===== src/rtl/multicycle_control.sv =====
// Multi-cycle MIPS control FSM: sequences fetch/decode/execute/memory/writeback states and
// drives all datapath mux selects and enables, with memory handshake, bubbles and illegal trap.
module multicycle_control #(
   parameter int unsigned CNT_W    = 16,
   parameter int unsigned MEM_WAIT = 1
) (
   input  logic             clk_i,
   input  logic             rst_i,
   input  logic [5:0]       Op_i,
   input  logic             NoOp_i,
   input  logic             MemReady_i,
   output logic             PCWrite_o,
   output logic             PCWriteCond_o,
   output logic             IorD_o,
   output logic             MemRd_o,
   output logic             MemWr_o,
   output logic             IRWrite_o,
   output logic             MemtoReg_o,
   output logic             RegWrite_o,
   output logic             RegDst_o,
   output logic             ALUSrcA_o,
   output logic [1:0]       PCSrc_o,
   output logic [1:0]       ALUSrcB_o,
   output logic [1:0]       ALUOp_o,
   output logic             Retire_o,
   output logic             Illegal_o,
   output logic [3:0]       State_o,
   output logic [CNT_W-1:0] InstrCnt_o
);

   typedef enum logic [3:0] {
      StFetch  = 4'd0,
      StDecode = 4'd1,
      StMemAdr = 4'd2,
      StMemRd  = 4'd3,
      StMemWb  = 4'd4,
      StMemWr  = 4'd5,
      StExec   = 4'd6,
      StAluWb  = 4'd7,
      StBranch = 4'd8,
      StJump   = 4'd9,
      StAddiEx = 4'd10,
      StAddiWb = 4'd11
   } state_e;

   localparam logic [5:0] OpR    = 6'b000000;
   localparam logic [5:0] OpAddi = 6'b001000;
   localparam logic [5:0] OpLw   = 6'b100011;
   localparam logic [5:0] OpSw   = 6'b101011;
   localparam logic [5:0] OpBeq  = 6'b000100;
   localparam logic [5:0] OpJ    = 6'b000010;

   state_e           state_q, state_d;
   logic [CNT_W-1:0] cnt_q;
   logic             rdy;

   // With MEM_WAIT=0 memory is assumed single-cycle and the handshake is ignored.
   assign rdy        = MemReady_i | (MEM_WAIT == 0);
   assign State_o    = state_q;
   assign InstrCnt_o = cnt_q;

   always_comb begin
      state_d       = state_q;
      PCWrite_o     = 1'b0;
      PCWriteCond_o = 1'b0;
      IorD_o        = 1'b0;
      MemRd_o       = 1'b0;
      MemWr_o       = 1'b0;
      IRWrite_o     = 1'b0;
      MemtoReg_o    = 1'b0;
      RegWrite_o    = 1'b0;
      RegDst_o      = 1'b0;
      ALUSrcA_o     = 1'b0;
      PCSrc_o       = 2'b00;
      ALUSrcB_o     = 2'b00;
      ALUOp_o       = 2'b00;
      Retire_o      = 1'b0;
      Illegal_o     = 1'b0;
      // Reset holds every output low; the state register is cleared in the sequential block.
      if (!rst_i) begin
         case (state_q)
            StFetch: begin
               MemRd_o   = 1'b1;
               ALUSrcB_o = 2'b01;
               IRWrite_o = rdy;
               PCWrite_o = rdy;
               if (rdy) state_d = StDecode;
            end
            StDecode: begin
               ALUSrcB_o = 2'b11;
               if (NoOp_i) begin
                  state_d = StFetch;
               end else begin
                  case (Op_i)
                     OpLw, OpSw: state_d = StMemAdr;
                     OpR:        state_d = StExec;
                     OpBeq:      state_d = StBranch;
                     OpJ:        state_d = StJump;
                     OpAddi:     state_d = StAddiEx;
                     default: begin
                        state_d   = StFetch;
                        Illegal_o = 1'b1;
                     end
                  endcase
               end
            end
            StMemAdr: begin
               ALUSrcA_o = 1'b1;
               ALUSrcB_o = 2'b10;
               state_d   = (Op_i == OpSw) ? StMemWr : StMemRd;
            end
            StMemRd: begin
               MemRd_o = 1'b1;
               IorD_o  = 1'b1;
               if (rdy) state_d = StMemWb;
            end
            StMemWb: begin
               RegWrite_o = 1'b1;
               MemtoReg_o = 1'b1;
               Retire_o   = 1'b1;
               state_d    = StFetch;
            end
            StMemWr: begin
               MemWr_o = 1'b1;
               IorD_o  = 1'b1;
               if (rdy) begin
                  Retire_o = 1'b1;
                  state_d  = StFetch;
               end
            end
            StExec: begin
               ALUSrcA_o = 1'b1;
               ALUOp_o   = 2'b10;
               state_d   = StAluWb;
            end
            StAluWb: begin
               RegWrite_o = 1'b1;
               RegDst_o   = 1'b1;
               Retire_o   = 1'b1;
               state_d    = StFetch;
            end
            StBranch: begin
               ALUSrcA_o     = 1'b1;
               ALUOp_o       = 2'b01;
               PCWriteCond_o = 1'b1;
               PCSrc_o       = 2'b01;
               Retire_o      = 1'b1;
               state_d       = StFetch;
            end
            StJump: begin
               PCWrite_o = 1'b1;
               PCSrc_o   = 2'b10;
               Retire_o  = 1'b1;
               state_d   = StFetch;
            end
            StAddiEx: begin
               ALUSrcA_o = 1'b1;
               ALUSrcB_o = 2'b10;
               state_d   = StAddiWb;
            end
            StAddiWb: begin
               RegWrite_o = 1'b1;
               Retire_o   = 1'b1;
               state_d    = StFetch;
            end
            default: state_d = StFetch;
         endcase
      end
   end

   always_ff @(posedge clk_i) begin
      if (rst_i) begin
         state_q <= StFetch;
         cnt_q   <= '0;
      end else begin
         state_q <= state_d;
         if (Retire_o) cnt_q <= cnt_q + {{(CNT_W-1){1'b0}}, 1'b1};
      end
   end

endmodule


===== config.mk =====
export PLATFORM = sky130hd
export DESIGN_NAME = multicycle_control
export DESIGN_NICKNAME = d
export VERILOG_FILES = /design/src/rtl/multicycle_control.sv
export SDC_FILE = /design/constraint.sdc
export NUM_CORES = 1
export LEC_CHECK = 0
export CORE_MARGIN = 5
export CORE_UTILIZATION = 45
export CTS_CLUSTER_SIZE = 25
export DETAILED_ROUTE_END_ITERATION = 6
export HOLD_SLACK_MARGIN = 0.15
export PLACE_DENSITY_LB_ADDON = 0.2
export SLEW_MARGIN = 20
export SYNTH_ARGS = -nofsm -noshare
export SYNTH_HDL_FRONTEND = slang
export SYNTH_SLANG_ARGS = --single-unit
export TNS_END_PERCENT = 30

===== constraint.sdc =====
create_clock -name clk_i -period 2 [get_ports clk_i]
set_input_delay 0.4 -clock clk_i [delete_from_list [all_inputs] [get_ports clk_i]]
set_output_delay 0.4 -clock clk_i [all_outputs]
set_load 0.005 [all_outputs]

==> qor.csv, run 1 <==
stage;metric;value;unit
clock_network;cts.sinks;20;
timing;period_needed;2200;ps
setup_path;critPathBufInv;2;
yosys;yosysMostFrequentCell;dfxtp_1;
worst_hold_path;hold_path.startpoint;InstrCnt_o[14];
worst_hold_path;hp-class;reg -> reg;
clock_network;htree_levels;1;
drt;ant_nets;0;
yosys;synth_top_area_cell;dfxtp_1;
drt;via_per_inst;5.90;
finish;area_growth;68.7;%
yosys;syn_avg_cell_area;8.01;µm²
setup_path;critPathMaxStageDelay;520;ps
setup_path;critPathCaptureType;output pin;
place;place.port_buffers;47;
power;ir_worst_vdd;0.000183;V
yosys;async_reset_ff_share;0;%
floorplanning;core;3050;µm²
timing;hold_viol_final;0;
finish;diodes;0;
setup_path;crit_path_start;Op_i[1];
power;power;0.770;mW
finish;drive_above_1_share;37.1;%
yosys;netlist.area_leader.share;28.1;%
worst_hold_path;holdPathStages;2;
drt;first_pass_iters;4;
timing;tightest_slew;377;ps
setup_path;cp.required;1600;ps
global_route;grt_usage;24.6;%
clock_network;clock_latency;300;ps
finish;fill_cells;204;
worst_hold_path;holdPathEnd;InstrCnt_o[14];
yosys;syn-num-nets;189;
yosys;synth_edf_count;0;
setup_path;path_cells;clkdlybuf4s50_1, xor2_1, o211ai_1, and3_4, buf_6;
yosys;synth_commonest_cells;dfxtp_1 (20), a21oi_1 (16), nor2_1 (13), o21ai_0 (12), nand3_1 (10);
drt;num_vias;1817;
drt;drc_errors;0;
timing;rsz0062_at_grt;true;
yosys;synth_ff_type;dfxtp_1;
yosys;yosysWarnings;0;
setup_path;crit_type;in -> out;
global_route;antenna_found_initial;0;
drt;drt_wl_total;5240;µm
setup_path;crit_slowest_cell;clkdlybuf4s50_1;
floorplanning;num_rows;20;
global_route;grt_max_degree;17;
setup_path;r2r_end;InstrCnt_o[15];
setup_path;reg2regPathDepth;7;
outcome;violations;negative setup slack;
setup_path;arrival;1800;ps
global_route;grt_pass1_vias;1850;
finish;design_area;2410;µm²
clock_network;cts_tree;done;
drt;avgRoutedWirePerCell;17.0;µm
setup_path;r2r-start;State_o[1];
floorplanning;start_util;46.7;%
setup_path;worst-path-max-fanout;6;
power;power.leakage;1.00;nW
yosys;netlist_area;1430;µm²
yosys;synth_cell_type_count;50;
timing;clock_skew;7.72;ps
floorplanning;die_x;66.3;µm
yosys;ys_ff_latch;20;
timing;setup-violations-final;2;
clock_network;cts_root_buf;clkbuf_4;
place;hpwl;3380;µm
clock_network;clkTransAtPathRegs;100;ps
floorplanning;die-area;4400;µm²
finish;final_nets;277;
setup_path;start_kind;input pin;
timing;maxSlewHeadroom;74.6;%
power;power.density;320;nW/µm²
floorplanning;dieHeight;66.3;µm
setup_path;r2r_slack;20;ps
outcome;status;complete, but fails checks;
timing;period_share;110;%
floorplanning;num_io_pins;48;
place;placed_area;2110;µm²
timing;holdWs;511;ps
global_route;gr-total-overflow;0;
timing;fin_ws;-202;ps
setup_path;crit_family;buffers and inverters;
timing;fmax;454;MHz
place;gp_congestion;0.920;
drt;drt_iter0_markers;167;
clock_network;clk_path_buf_depth;2;
timing;slew_violations;0;
yosys;yosys-top-cells-area;dfxtp_1 (28%), a21oi_1 (5.6%), o21ai_0 (4.2%), or3_1 (3.9%), nand3_1 (3.5%);
yosys;yosysSeqAreaShare;28.1;%
yosys;syn_inst;178;
global_route;grt_pass1_wl;8460;µm
flow_run;max-cap-violations;0;
clock_network;numCtsBuffers;3;
==> worst register-to-register path, cell delays in order (launching register included) <==
cell	delay, ps
dfxtp_2	350
buf_6	120
buf_4	140
nand4bb_4	160
nand4_4	110
buf_4	200
nor4_1	400
mux2_2	390
==> layer usage <==
metal / GRT usage, % / wire [µm] / vias to the layer above
li1: - / - / 844
met1: 27.4 / 1950 / 852
met2: 45.6 / 2770 / 105
met3: 4.42 / 377 / 16
met4: 9.14 / 140 / 0
met5: 0 / 0 / -
==> per-stage QoR <==
step,setup WS [ps],setup TNS [ps],std cells,utilization [%]
finish,-202,-301,308,78.8
global route,-231,-441,308,78.8
CTS,-208,-994,308,76.4
detailed placement,-751,-9270,290,69.1
global placement,-715,-8420,290,69.1
floorplan,152,0,178,-
==> worst max path at each step <==
stage          cells past startpoint        end  slack (ps)
2_1_floorplan                      3  Illegal_o         150
3_3_place_gp                       5  Illegal_o        -720
3_5_place_dp                       5  Illegal_o        -750
4_1_cts                            5  PCWrite_o        -210
5_1_grt                            5  Illegal_o        -230
6_report                           5  Illegal_o        -200
==> state kept, by name, indices dropped and copies added, names as in the netlist <==
name	count
InstrCnt_o	16
State_o	4
==> power breakdown <==
part	internal, mW	leakage (nW)	switching [mW]
clock network	0.0701	0.0138	0.119
logic	0.0930	0.827	0.0859
registers	0.401	0.163	0.00164
total	0.564	1.00	0.206
==> repair_timing <==
item	CTS	global route
setup endpoints to repair	18	16
gates resized for setup	61	26
hold buffers	0	0
gates cloned	1	0
buffers inserted	14	0
pin swaps	6	3
==> layout make-up <==
cell class                      instances  area (µm²)  share of cell area [%]
Inverter                                4        15.0                   0.624
Timing Repair Buffer                   95         856                    35.6
Clock buffer                            3        22.5                   0.936
Tap cell                               44        55.1                    2.29
Sequential cell                        20         405                    16.8
Multi-Input combinational cell        142        1050                    43.7
==> cells in the final DEF (no fill, tap or decap), drive strengths merged, types with 2 or more instances in the layout <==
master | Yosys | layout
nand2b | 2 | 2
dfxtp | 20 | 20
dlymetal6s2s | 0 | 4
a21oi | 16 | 16
a21o | 2 | 2
nor3 | 8 | 8
nor4 | 5 | 5
clkdlybuf4s50 | 0 | 23
mux2 | 2 | 2
and3 | 2 | 2
or3 | 11 | 11
inv | 4 | 4
nor2 | 13 | 13
dlygate4sd2 | 0 | 11
nand2 | 9 | 9
nor2b | 4 | 4
nand4 | 6 | 6
xor2 | 2 | 2
o211ai | 2 | 2
o31ai | 5 | 5
clkdlybuf4s15 | 0 | 2
or4 | 6 | 6
and2 | 2 | 2
nand3 | 10 | 10
clkbuf | 4 | 6
or2 | 2 | 2
buf | 8 | 51
or2b | 3 | 3
and4 | 2 | 2
o21ai | 12 | 12
==> kinds of logic (layout without fill, tap and decap cells) <==
kind of cell    count (synthesis)  in the layout  synth area share (%)
xor+xnor                        3              3                  1.84
buf+inv                        16            102                  7.28
mux                             3              3                  2.28
compound gates                 45             45                  21.3
flops                          20             20                  28.1
simple gates                   90             90                  38.3
fa+ha+maj                       1              1                 0.877
(Power assumes the default switching activity.)
==> run 2, diff against run 1 <==
Settings changed: SETUP_SLACK_MARGIN set to 0.4.
==> run 2 against run 1 <==
The flow still finishes with violations (negative setup slack). Largest cell class unchanged. Die area stayed put. Critical path depth stayed put. First-iteration DRC count is 87% higher.
==> qor.csv, run 2 (same netlist as run 1, synthesis figures left out) <==
stage;metric;value;unit;change
clock_network;cts_tree;done;;
clock_network;clock_latency;330;ps;+30 ps
power;ir_worst_vdd;0.000236;V;+29%
outcome;violations;negative setup slack;;
global_route;use_met1;36.7;%;+9.3 points
setup_path;cp.required;1600;ps;about the same
floorplanning;dieHeight;66.3;µm;unchanged
finish;final_cell_mix;buf_4 (37), buf_6 (28), dlygate4sd2_1 (14), buf_2 (14), dfxtp_2 (13);;
timing;setup-violations-final;11;;+9
setup_path;crit_type;reg -> out;;
finish;final_common_cell;buf_4;;
drt;num_vias;2284;;+26%
timing;period_share;112;%;+2.2 points
setup_path;reg2regPathDepth;8;;+1
drt;ant_nets;0;;unchanged
timing;tightest_slew;464;ps;+86.1 ps
clock_network;cts.sinks;20;;unchanged
setup_path;worst-path-max-fanout;3;;-3
timing;fmax;446;MHz;-1.9%
outcome;status;complete, but fails checks;;
timing;period_needed;2240;ps;+43.0 ps
clock_network;clkTransAtPathRegs;130;ps;+30 ps
floorplanning;die-area;4400;µm²;unchanged
clock_network;numCtsBuffers;3;;unchanged
setup_path;start_kind;flop;;
setup_path;r2r-start;State_o[1];;
finish;fill_cells;77;;-62%
worst_hold_path;holdPathStages;2;;unchanged
flow_run;max-cap-violations;0;;unchanged
timing;fin_ws;-245;ps;-43.0 ps
timing;rsz0062_at_grt;true;;
timing;clock_skew;9.81;ps;+2.09 ps
worst_hold_path;hp-class;reg -> reg;;
drt;via_per_inst;6.96;;+18%
place;hpwl;3210;µm;-5.1%
power;power.leakage;1.29;nW;+28%
worst_hold_path;hold_path.startpoint;InstrCnt_o[14];;
timing;slew_violations;0;;unchanged
timing;maxSlewHeadroom;68.8;%;-5.8 points
global_route;grt_max_degree;17;;unchanged
global_route;grt_pass1_vias;2090;;+13%
finish;final_nets;296;;+6.9%
place;gp_congestion;0.850;;-7.6%
power;power.density;341;nW/µm²;+6.6%
finish;area_growth;105;%;
finish;multi_input_area;1270;µm²;+21%
timing;holdWs;523;ps;+12.5 ps
drt;first_pass_iters;5;;+1
floorplanning;start_util;46.7;%;unchanged
drt;drc_errors;0;;unchanged
global_route;use_met2;58.1;%;+13 points
clock_network;cts_root_buf;clkbuf_4;;
setup_path;r2r_slack;-120;ps;-140 ps
setup_path;critPathCaptureType;output pin;;
finish;drive_above_1_share;64.8;%;+28 points
global_route;use_met3;5.95;%;+1.5 points
global_route;grt_pass1_wl;10800;µm;+28%
clock_network;htree_levels;1;;unchanged
worst_hold_path;holdPathEnd;InstrCnt_o[14];;
global_route;grt_usage;32.6;%;+8.0 points
floorplanning;num_rows;20;;unchanged
floorplanning;core;3050;µm²;unchanged
floorplanning;die_x;66.3;µm;unchanged
floorplanning;num_io_pins;48;;unchanged
global_route;grt.busiest_layer;met2;;
global_route;antenna_found_initial;0;;unchanged
finish;largest_register_ffs;16;;unchanged
drt;avgRoutedWirePerCell;27.4;µm;+61%
finish;diodes;0;;unchanged
setup_path;r2r_end;State_o[2];;
drt;drt_wl_total;9000;µm;+72%
global_route;gr-total-overflow;0;;unchanged
clock_network;clk_path_buf_depth;2;;unchanged
timing;setup_tns;-675;ps;-373 ps
timing;hold_viol_final;0;;unchanged
setup_path;arrival;1840;ps;+40 ps
place;place.port_buffers;47;;unchanged
drt;drt_iter0_markers;312;;+87%
finish;sequential_cell_area;443;µm²;+9.3%
run 2: power by group:
group	internal, mW	switching [mW]	total (mW)
combinational	0.121	0.118	0.240
clock	0.203	0.161	0.363
sequential	0.391	0.00302	0.394
total	0.716	0.282	0.997
run 2: final cells by class:
class	instances	area share [%]
clock buffer	3	0.771
clock inverter	1	1.03
inverter	4	0.685
multi-input combinational	142	43.5
sequential	20	15.2
tap	44	1.88
timing repair buffer	114	37.0
run 2: routing by layer:
| layer | routed length, µm | vias to the layer above |
|---|---|---|
| met5 | 0 | - |
| met1 | 3070 | 1070 |
| met4 | 679 | 0 |
| li1 | - | 890 |
| met3 | 932 | 81 |
| met2 | 4320 | 243 |
run 2: worst max-delay path by stage:
stage / startpoint / cells past startpoint / endpoint
2_1_floorplan: Op_i[0] / 3 / Illegal_o
3_3_place_gp: Op_i[0] / 5 / Illegal_o
3_5_place_dp: Op_i[0] / 5 / Illegal_o
4_1_cts: State_o[1] / 5 / Illegal_o
5_1_grt: State_o[1] / 5 / Illegal_o
6_report: State_o[1] / 5 / Illegal_o
run 2: stage by stage:
step / power, mW / util [%] / cells / cell area, µm² / setup WS (ps)
final: 0.997 / 95.7 / 328 / 2920 / -245
after global routing: 1.02 / 95.7 / 328 / 2920 / -290
after CTS: 0.942 / 89.0 / 322 / 2720 / -156
after detailed placement: 0.554 / 69.3 / 290 / 2110 / -787
after global placement: 0.549 / 69.3 / 290 / 2110 / -715
after floorplan: 0.471 / - / 178 / 1430 / 165
run 2: repair_timing:
| item | in CTS | in global routing |
|---|---|---|
| hold buffers | 0 | 0 |
| pin swaps | 49 | 22 |
| resized for setup | 221 | 48 |
| setup buffers | 27 | 6 |
| endpoints found under the setup margin | 56 | 43 |
| gates cloned | 1 | 0 |
run 2: critical path, stage by stage (launching register included):
cell     delay [ps]
dfxtp_2         350
or3_4           400
or3_4           360
nor2_2          130
and3_4          200
buf_6            90
==> run 3, diff against run 2 <==
Settings changed: ABC_AREA set to 1, CORE_ASPECT_RATIO set to 0.7, CORE_UTILIZATION 45 to 47.
==> run 3 against run 2 <==
The run now ends clean. Core utilization shrank 16 points. First-iteration DRC count shrank 51%. Sequential share of layout area grew 1.3 points. Sequential power grew 3%. Die area grew 2.8%. Count of clock-buffer cells in the layout grew 1. Cell area shrank 14%. Largest power group unchanged. Total power shrank 9.5%. Critical path type unchanged. Critical path depth grew 3.
==> qor.csv, run 3 <==
stage;metric;value;unit;change
finish;fin_cells;387;;+18%
global_route;grt_max_degree;12;;-5
flow_run;max-cap-violations;0;;unchanged
timing;hold_viol_final;0;;unchanged
finish;area_growth;64.4;%;
setup_path;r2r_end;InstrCnt_o[4];;
power;p_seq_share;45.0;%;+5.5 points
power;power.density;358;nW/µm²;+5.0%
drt;drt_iter0_markers;152;;-51%
yosys;syn_inst;258;;+45%
timing;maxSlewHeadroom;78.2;%;+9.4 points
power;comb_power_share;20.7;%;-3.3 points
drt;ant_nets;0;;unchanged
yosys;syn_avg_cell_area;5.94;µm²;-26%
timing;clock_skew;9.58;ps;-0.229 ps
yosys;syn-num-nets;269;;+42%
setup_path;r2r-start;State_o[2];;
clock_network;cts_root_buf;clkbuf_8;;
place;place.port_buffers;47;;unchanged
place;hpwl;3560;µm;+11%
setup_path;critPathMaxStageDelay;420;ps;+20 ps
clock_network;cts.sinks;20;;unchanged
yosys;netlist.area_leader.share;26.1;%;-1.9 points
clock_network;htree_levels;1;;unchanged
setup_path;reg2regPathDepth;10;;+2
yosys;yosysSeqAreaShare;26.1;%;-1.9 points
yosys;synth_fa_ha_area_share;0.817;%;-0.060 points
floorplanning;start_util;48.6;%;+1.9 points
setup_path;path_cells;buf_4, inv_4, buf_4, nand2_2, nand2_2, nor2_4, nor2_8, buf_2;;
worst_hold_path;hp-class;reg -> reg;;
global_route;grt_usage;22.4;%;-10 points
timing;tightest_slew;324;ps;-139 ps
yosys;yosys-top-cells-area;dfxtp_1 (26%), nand2_1 (20%), nor2_1 (9.6%), a21oi_1 (7.2%), inv_1 (5.9%);;
drt;avgRoutedWirePerCell;14.1;µm;-49%
global_route;grt_pass1_vias;1744;;-17%
finish;diodes;0;;unchanged
clock_network;cts_tree;done;;
yosys;ys_ff_latch;20;;unchanged
floorplanning;dieHeight;57.8;µm;-13%
finish;final_common_cell;nand2_1;;
drt;dr_wl_met2;2500;µm;-42%
finish;multi_input_area;1130;µm²;-11%
drt;first_pass_iters;5;;unchanged
finish;final_cell_mix;nand2_1 (74), buf_4 (35), nor2_1 (34), inv_1 (21);;
yosys;synth_top_family_by_area;simple AND/OR/NAND/NOR gates;;
power;power.leakage;1.15;nW;-11%
setup_path;critPathCaptureType;output pin;;
yosys;synth_compound_area_share;11.4;%;-9.9 points
timing;setup_tns;0;ps;+675 ps
global_route;gr-total-overflow;0;;unchanged
yosys;synth_commonest_cells;nand2_1 (82), nor2_1 (39), inv_1 (24), a21oi_1 (22), dfxtp_1 (20);;
yosys;synth_cell_type_count;28;;-44%
setup_path;arrival;1420;ps;-420 ps
timing;slew_violations;0;;unchanged
clock_network;numCtsBuffers;3;;unchanged
finish;fill_cells;228;;+200%
drt;maxUsedRoutingLayer;met4;;
power;swShare;26.8;%;-1.5 points
setup_path;crit_family;buffers and inverters;;
timing;period_share;91.0;%;-21 points
yosys;synth_edf_count;0;;unchanged
setup_path;r2r_slack;300;ps;+420 ps
global_route;grt_pass1_wl;8160;µm;-25%
finish;sequential_cell_area;415;µm²;-6.2%
finish;largest_register_ffs;16;;unchanged
floorplanning;core;3150;µm²;+3.1%
drt;drc_errors;0;;unchanged
setup_path;cp.required;1600;ps;about the same
power;ir_worst_vdd;0.000303;V;+29%
finish;drive_above_1_share;33.8;%;-31 points
power;p_int;0.661;mW;-7.7%
clock_network;clk_path_buf_depth;2;;unchanged
clock_network;clock_latency;260;ps;-70 ps
timing;setup-violations-final;0;;-11
timing;fmax;549;MHz;+23%
yosys;yosysMostFrequentCell;nand2_1;;
setup_path;crit_slowest_cell;dfxtp_4;;
place;gp_congestion;0.967;;+14%
power;power.clock.fraction;34.3;%;-2.1 points
setup_path;crit_end;Retire_o;;
timing;holdWs;492;ps;-31.1 ps
timing;period_needed;1820;ps;-424 ps
timing;rsz0062_at_grt;true;;
global_route;antenna_found_initial;0;;unchanged
setup_path;critPathBufInv;4;;+3
clock_network;clkTransAtPathRegs;70;ps;-60 ps
floorplanning;die_x;78.2;µm;+18%
drt;num_vias;2005;;-12%
drt;drt_wl_total;5440;µm;-40%
finish;final_nets;361;;+22%
setup_path;worst-path-max-fanout;6;;+3
yosys;synth_top_area_cell;dfxtp_1;;
power;switchingPower;0.242;mW;-14%
yosys;synth-xor-area-share;2.29;%;+0.45 points
floorplanning;num_io_pins;48;;unchanged
yosys;async_reset_ff_share;0;%;unchanged
setup_path;cp_num_cells;8;;+3
yosys;netlist_area;1530;µm²;+7.4%
yosys;synth_mux_area_share;0;%;-2.3 points
floorplanning;num_rows;17;;-15%
floorplanning;die-area;4520;µm²;+2.8%
yosys;yosysWarnings;0;;unchanged
clock_network;hold_buffers;0;;unchanged
place;place_inst;369;;+27%
setup_path;start_kind;flop;;
yosys;synthSimpleGateAreaFrac;48.9;%;+11 points
outcome;status;complete, no violations;;
drt;via_per_inst;5.18;;-26%
yosys;synth_ff_type;dfxtp_1;;
drt;met1_length;2500;µm;-19%
drt;dr_wl_met3;393;µm;-58%
setup_path;crit_path_start;State_o[1];;
setup_path;crit_type;reg -> out;;
run 3: cell count changes in the layout (fill, tap and decap cells not counted), moves of 15 or more:
| cell | delta |
|---|---|
| a21oi_1 | +15 |
| inv_1 | +19 |
| nor2_1 | +25 |
| nand2_1 | +67 |
| dfxtp_1 | +16 |
| clkdlybuf4s50_1 | +17 |
| buf_6 | -19 |
run 3: kinds of logic after synthesis:
kind of cell | count (synthesis)
xor gates and xnor gates | 4
and+or+nand+nor | 164
DFF | 20
AOI/OAI and AO/OA | 34
buffers and inverters | 35
adders and majority gates | 1
run 3: power by group through the flow:
| stage | Clock, mW | Combinational [mW] | Sequential (mW) |
|---|---|---|---|
| 2_1_floorplan | 0 | 0.0642 | 0.415 |
| 3_3_place_gp | 0 | 0.154 | 0.415 |
| 3_5_place_dp | 0 | 0.156 | 0.415 |
| 4_1_cts | 0.314 | 0.163 | 0.403 |
| 5_1_grt | 0.336 | 0.199 | 0.406 |
| 6_report | 0.310 | 0.187 | 0.406 |
run 3: final cells by class:
| class | count | share of cell area, % |
|---|---|---|
| multi-input cells | 203 | 44.9 |
| well taps | 38 | 1.89 |
| inverters | 30 | 4.97 |
| flip-flops and latches | 20 | 16.5 |
| repair buffers | 92 | 29.6 |
| clock buffers | 4 | 2.19 |
run 3: per-layer routing:
layer | GRT usage (%) | vias up
li1 | - | 1004
met1 | 31.1 | 909
met2 | 36.6 | 84
met3 | 4.19 | 8
met4 | 4.49 | 0
met5 | 0 | -
run 3: timing repair:
action                                 4_1_cts  5_1_grt
setup endpoints to repair                   43       49
endpoints found under the hold margin        0        0
buffers inserted                             8        6
resized for setup                          107       38
pin swaps                                   19       14
run 3: how the worst min path moves through the flow:
stage	startpoint	slack (ps)	depth (start not counted)	end
6_report	InstrCnt_o[15]	490	2	InstrCnt_o[15]
5_1_grt	InstrCnt_o[8]	550	2	InstrCnt_o[8]
4_1_cts	InstrCnt_o[15]	490	2	InstrCnt_o[15]
3_5_place_dp	InstrCnt_o[15]	480	2	InstrCnt_o[15]
3_3_place_gp	InstrCnt_o[0]	480	1	InstrCnt_o[0]
2_1_floorplan	InstrCnt_o[0]	470	1	InstrCnt_o[0]
run 3: per-stage QoR:
step | total power [mW] | instance area (µm²) | util, % | setup WS, ps
final | 0.902 | 2520 | 80.0 | 180
after global routing | 0.941 | 2520 | 80.0 | 131
after CTS | 0.880 | 2410 | 76.6 | 178
after detailed placement | 0.571 | 2230 | 71.0 | -342
after global placement | 0.569 | 2230 | 71.0 | -293
after floorplan | 0.479 | 1530 | - | 486
run 3: tightest hold or removal path, stage by stage, from the launching register on:
cell and delay, ps:
dfxtp_1 330, nand2_1 70, a21oi_1 50
